[src/rtl/nru_req_arbiter.sv]
// Two-domain request arbiter for the nru replacement block: one buffered request per
// domain, at most one os/user issue per cycle, and hit results routed back to the issuing domain.
module nru_req_arbiter #(
  parameter int NUM_WAYS    = 4,
  parameter int ADDR_WIDTH  = 4,
  parameter int HIT_LATENCY = 1
) (
  input  logic                    clk,
  input  logic                    reset,
  input  logic [1:0]              req_valid,
  output logic [1:0]              req_ready,
  input  logic [1:0]              req_is_os,
  input  logic [2*ADDR_WIDTH-1:0] req_addr,
  input  logic [2*NUM_WAYS-1:0]   req_hitmap,
  output logic [1:0]              resp_valid,
  output logic [1:0]              resp_hit,
  output logic                    os_req,
  output logic [NUM_WAYS-1:0]     hitmap,
  output logic                    user_req,
  output logic [ADDR_WIDTH-1:0]   addr,
  input  logic                    hit,
  output logic                    grant_dom
);

  // Handshake: a request moves on a clock edge where req_valid[d] && req_ready[d];
  // req_ready[d] depends only on the registered buffer state, never on req_valid.
  logic [1:0]            buf_valid;
  logic [1:0]            buf_os;
  logic [ADDR_WIDTH-1:0] buf_addr   [2];
  logic [NUM_WAYS-1:0]   buf_hitmap [2];
  logic                  rr;

  logic [1:0] os_full;
  logic [1:0] usr_full;
  logic [1:0] cand;
  logic       gnt_valid;
  logic       gnt_dom;
  logic       gnt_os;

  logic [HIT_LATENCY-1:0] pipe_v;
  logic [HIT_LATENCY-1:0] pipe_d;
  logic                   head_v;
  logic                   head_d;

  assign req_ready = ~buf_valid & {2{~reset}};
  assign head_v    = pipe_v[HIT_LATENCY-1];
  assign head_d    = pipe_d[HIT_LATENCY-1];

  // OS class first; inside the winning class the round-robin domain goes first.
  always_comb begin
    os_full   = buf_valid & buf_os;
    usr_full  = buf_valid & ~buf_os;
    cand      = (os_full != 2'b00) ? os_full : usr_full;
    gnt_valid = |cand;
    gnt_dom   = 1'b0;
    if (cand[rr]) begin
      gnt_dom = rr;
    end else if (cand[!rr]) begin
      gnt_dom = !rr;
    end
    gnt_os = buf_os[gnt_dom];
  end

  always_ff @(posedge clk or posedge reset) begin
    if (reset) begin
      buf_valid <= '0;
      buf_os    <= '0;
      for (int d = 0; d < 2; d++) begin
        buf_addr[d]   <= '0;
        buf_hitmap[d] <= '0;
      end
    end else begin
      for (int d = 0; d < 2; d++) begin
        // Accept only happens into an empty buffer, and grant only from a full one.
        if (req_valid[d] && req_ready[d]) begin
          buf_valid[d]  <= 1'b1;
          buf_os[d]     <= req_is_os[d];
          buf_addr[d]   <= req_addr[d*ADDR_WIDTH +: ADDR_WIDTH];
          buf_hitmap[d] <= req_hitmap[d*NUM_WAYS +: NUM_WAYS];
        end else if (gnt_valid && (gnt_dom == d[0])) begin
          buf_valid[d] <= 1'b0;
        end
      end
    end
  end

  always_ff @(posedge clk or posedge reset) begin
    if (reset) begin
      os_req    <= 1'b0;
      user_req  <= 1'b0;
      hitmap    <= '0;
      addr      <= '0;
      grant_dom <= 1'b0;
      rr        <= 1'b0;
    end else begin
      os_req   <= gnt_valid && gnt_os;
      user_req <= gnt_valid && !gnt_os;
      hitmap   <= (gnt_valid && gnt_os) ? buf_hitmap[gnt_dom] : '0;
      if (gnt_valid && !gnt_os) begin
        addr <= buf_addr[gnt_dom];
      end
      if (gnt_valid) begin
        grant_dom <= gnt_dom;
        rr        <= !gnt_dom;
      end
    end
  end

  // Stage 0 captures the visible user_req, so the head lines up with the nru hit cycle.
  always_ff @(posedge clk or posedge reset) begin
    if (reset) begin
      pipe_v <= '0;
      pipe_d <= '0;
    end else begin
      pipe_v[0] <= user_req;
      pipe_d[0] <= grant_dom;
      for (int i = 1; i < HIT_LATENCY; i++) begin
        pipe_v[i] <= pipe_v[i-1];
        pipe_d[i] <= pipe_d[i-1];
      end
    end
  end

  always_ff @(posedge clk or posedge reset) begin
    if (reset) begin
      resp_valid <= '0;
      resp_hit   <= '0;
    end else begin
      resp_valid <= '0;
      resp_hit   <= '0;
      if (head_v) begin
        resp_valid[head_d] <= 1'b1;
        resp_hit[head_d]   <= hit;
      end
    end
  end

endmodule
[config.mk]
export PLATFORM = sky130hd
export DESIGN_NAME = nru_req_arbiter
export DESIGN_NICKNAME = d
export VERILOG_FILES = /design/src/rtl/nru_req_arbiter.sv
export SDC_FILE = /design/constraint.sdc
export NUM_CORES = 1
export LEC_CHECK = 0
export ABC_AREA = 1
export CORE_ASPECT_RATIO = 1.75
export CORE_MARGIN = 1.5
export CORE_UTILIZATION = 45
export DETAILED_ROUTE_END_ITERATION = 7
export DONT_BUFFER_PORTS = 1
export PLACE_DENSITY = 0.64
export SLEW_MARGIN = 25
export SYNTH_ARGS = -nofsm -noshare
export SYNTH_HDL_FRONTEND = slang
export SYNTH_SLANG_ARGS = --single-unit
[constraint.sdc]
create_clock -name clk -period 1.5 [get_ports clk]
set_clock_uncertainty 0.05 [all_clocks]
set_input_delay 0.3 -clock clk [delete_from_list [all_inputs] [get_ports clk]]
set_output_delay 0.3 -clock clk [all_outputs]
set_load 0.005 [all_outputs]
==> out/summary.md <==
The flow ran to the end, and the final reports show no timing, DRC or antenna violations. The number of buffers created by CTS was 5. Number of nets at the end of the flow: 175. CTS built an H-tree with a depth of 2.

For this run, the number of Yosys warnings is 0. Including well taps, the total number of placed cells is 183. The via count of the first global-routing pass was 1046; the layout overhead on the synthesized area was 13.3%. The endpoint kind of the worst setup timing path was a register. The number of antenna diodes was 0; the cell area after synthesis was 1520 um2.

Sum of net half-perimeters after detailed placement: 2.01 mm. In the synthesized netlist, the number of instances is 139. The vertical die dimension was 80.0 um; the cell leakage power was 0.000871 uW. Number of pins with negative max-slew slack in the final report: 0. In this run the worst hold path is classified as primary input to register. Data on the critical path arrives at its endpoint at 1.53 ns. The sequential fraction of the synthesis area is 0.624, and the number of iterations in the first detailed-routing pass is 4. Across the run, the number of max-cap violations was 0.

For the worst setup path, the data required time is 1.63 ns. The total power divided by cell area is 2080 nW/um2. The non-filler instance count after layout was 196. The run gives 713 MHz as the highest clock rate. The clock tree root buffer cell is sky130_fd_sc_hd__clkbuf_8. The run gives 1.07 mV as the maximum ir drop on the vdd rail. The ratio of cells with drive above 1 in the final layout came out at 0.255. The run gives 40 as the number of I/O pins. In the post-synthesis netlist, the biggest area contributors are sky130_fd_sc_hd__dfrtp_1, sky130_fd_sc_hd__mux2_2, sky130_fd_sc_hd__nand2_1. For the pin with the worst max-slew slack, the measured transition is 0.470 ns. In this run, synthesis produced a sequential element count of 38. TritonCTS built the clock tree. After clock tree synthesis, the clock-pin slew on the worst setup and hold paths is 0.07 ns.

The region available for standard cell placement spans 3180 um2. The routed design has 2.76 mm of wire. The first global-routing pass estimated 4.64 mm of wire. The average instance area after synthesis works out to 11.0 um2. The floorplan step defined a die boundary enclosing 3760 um2. The pin count of the biggest net entering global routing was 39; the period utilization was 0.935.

The slack of the worst reg-to-reg path is 0.1 ns. The run gives 0.173 as the total routing resource utilization after global routing. Category of the critical setup timing path: register to register.

After global routing the overflow that remains totals 0. The die is 47.0 um wide. Dividing the detail-routed wire length by the instance count gives 14.1 um. The tools report the final setup violation count as 0. The initial standard-cell utilization of the core was 0.480.

The area share of the largest cell type after synthesis came out at 0.624. For the total placed instance area, the log shows 1580 um2. Count of distinct cell types in the synthesized netlist: 13. The net count after synthesis is 162, and the maximum net fanout on the critical path is 11.

The worst max-slew margin expressed relative to the limit came out at 0.687. The run gives 0.29 ns as the clock insertion delay at the later pin of the skew report. The final count of hold timing violations was 0; the final hold slack was 0.103 ns. Routability-driven placement finished with a final weighted congestion of 0.767. Once detail routing completed, the nets flagged for antenna violations numbered 0. Biggest area consumer among synthesized cells: sky130_fd_sc_hd__dfrtp_1. The share of the core filled with cells in the final layout was 0.544. Setup repair after global routing could not meet its margin everywhere. The number of rows created at floorplan is 27. The run gives 0 as the number of antenna violations at the first check in global routing.

Clock tree synthesis found a total of 38 sinks. The number of buffers on the longest clock path came out at 2. For this block, the initial DRC count from the detailed router was 30. The run gives 1730 um2 as the design area. After detailed routing, the number of remaining DRC violations is 0.

The routed layout has 1007 vias. The post-detailed-route via-to-cell ratio came out at 5.14. The routed design could run at a clock period as short as 1.40 ns. Port buffering added 0 buffers.

The critical path startpoint category is a register.
==> state kept, by name, indices dropped and copies added, names as in the netlist <==
name	count
head_d	1
buf_valid	2
rr	1
buf_addr	8
os_req	1
head_v	1
grant_dom	1
user_req	1
buf_hitmap	8
resp_valid	2
hitmap	4
buf_os	2
resp_hit	2
addr	4
==> Yosys cell counts (all sizes together) <==
cell type and n:
inv 11, o21ai 1, nand2 42, dfrtp 38, nand3 15, buf 3, mux2 16, nor2 6
nor3 1, a21oi 6
==> critical path, cell delays in order (launching register included) <==
cell and delay [ns]:
sky130_fd_sc_hd__dfrtp_1 0.39, sky130_fd_sc_hd__inv_1 0.10, sky130_fd_sc_hd__nand3_1 0.16, sky130_fd_sc_hd__nand3_4 0.16, sky130_fd_sc_hd__nand2_4 0.11, sky130_fd_sc_hd__nand2_1 0.09
sky130_fd_sc_hd__nand3_2 0.11, sky130_fd_sc_hd__nand2_1 0.09, sky130_fd_sc_hd__nand2_1 0.05
==> cells by family after synthesis <==
group,after synthesis,share of synthesized area
AOI/OAI and AO/OA,7,0.0230
DFF,38,0.624
muxes,16,0.118
buffers and inverters,14,0.0443
and+or+nand+nor,64,0.190
==> cells in the final DEF (no fill, tap or decap), drive strengths merged <==
| cell type | netlist | routed |
|---|---|---|
| clkbuf | 0 | 7 |
| nand2 | 42 | 42 |
| nor3 | 1 | 1 |
| o21ai | 1 | 1 |
| nand3 | 15 | 15 |
| inv | 11 | 11 |
| a21oi | 6 | 6 |
| buf | 3 | 8 |
| dfrtp | 38 | 38 |
| mux2 | 16 | 16 |
| dlygate4sd3 | 0 | 1 |
| clkinv | 0 | 1 |
| nor2 | 6 | 6 |
==> path summary, 6_finish.rpt <==
path,from,cells after the start,endpoint
worst max-delay path,buf_os[0],8,addr[0]
worst min-delay path,hit,2,resp_hit[1]
worst max register to register,buf_os[0],8,addr[0]
max in group asynchronous,reset,3,buf_valid[0]
min in group asynchronous,reset,3,buf_valid[0]
worst min register to register,user_req,0,head_v
==> stage by stage <==
stage	total power [uW]	TNS, ns	setup slack [ns]
6_report	3580	0	0.0973
3_5_place_dp	2800	0	0.0455
4_1_cts	3510	0	0.0169
5_1_grt	3890	-0.142	-0.0384
3_3_place_gp	2740	0	0.0776
2_1_floorplan	2560	0	0.234
==> report_power, final <==
group | total, uW | switching [uW] | internal [uW]
Sequential | 1680 | 245 | 1430
Combinational | 1210 | 696 | 515
Clock | 698 | 328 | 370
Total | 3580 | 1270 | 2320
==> routing by layer <==
metal  global-route usage  up-vias  routed length (um)
met5                    0        -                   0
li1                     -      473                   -
met2                0.304       29                1590
met4               0.0500        0                  38
met3               0.0633        5                 111
met1                0.184      500                1020
==> cell type report <==
| cell class | instances | area [um2] |
|---|---|---|
| clock buffer | 7 | 86.3 |
| clock inverter | 1 | 5.00 |
| fill | 313 | 1450 |
| inverter | 11 | 41.3 |
| multi-input combinational | 87 | 518 |
| sequential | 38 | 952 |
| tap | 43 | 53.8 |
| timing repair buffer | 9 | 70.1 |
==> timing repair <==
action / CTS / global route
setup endpoints to repair: 0 / 16
endpoints found under the hold margin: 38 / 0
buffers inserted: 0 / 4
hold buffers: 1 / 0
resized for setup: 0 / 4
No activity file was read; power rests on OpenSTA's default activity.
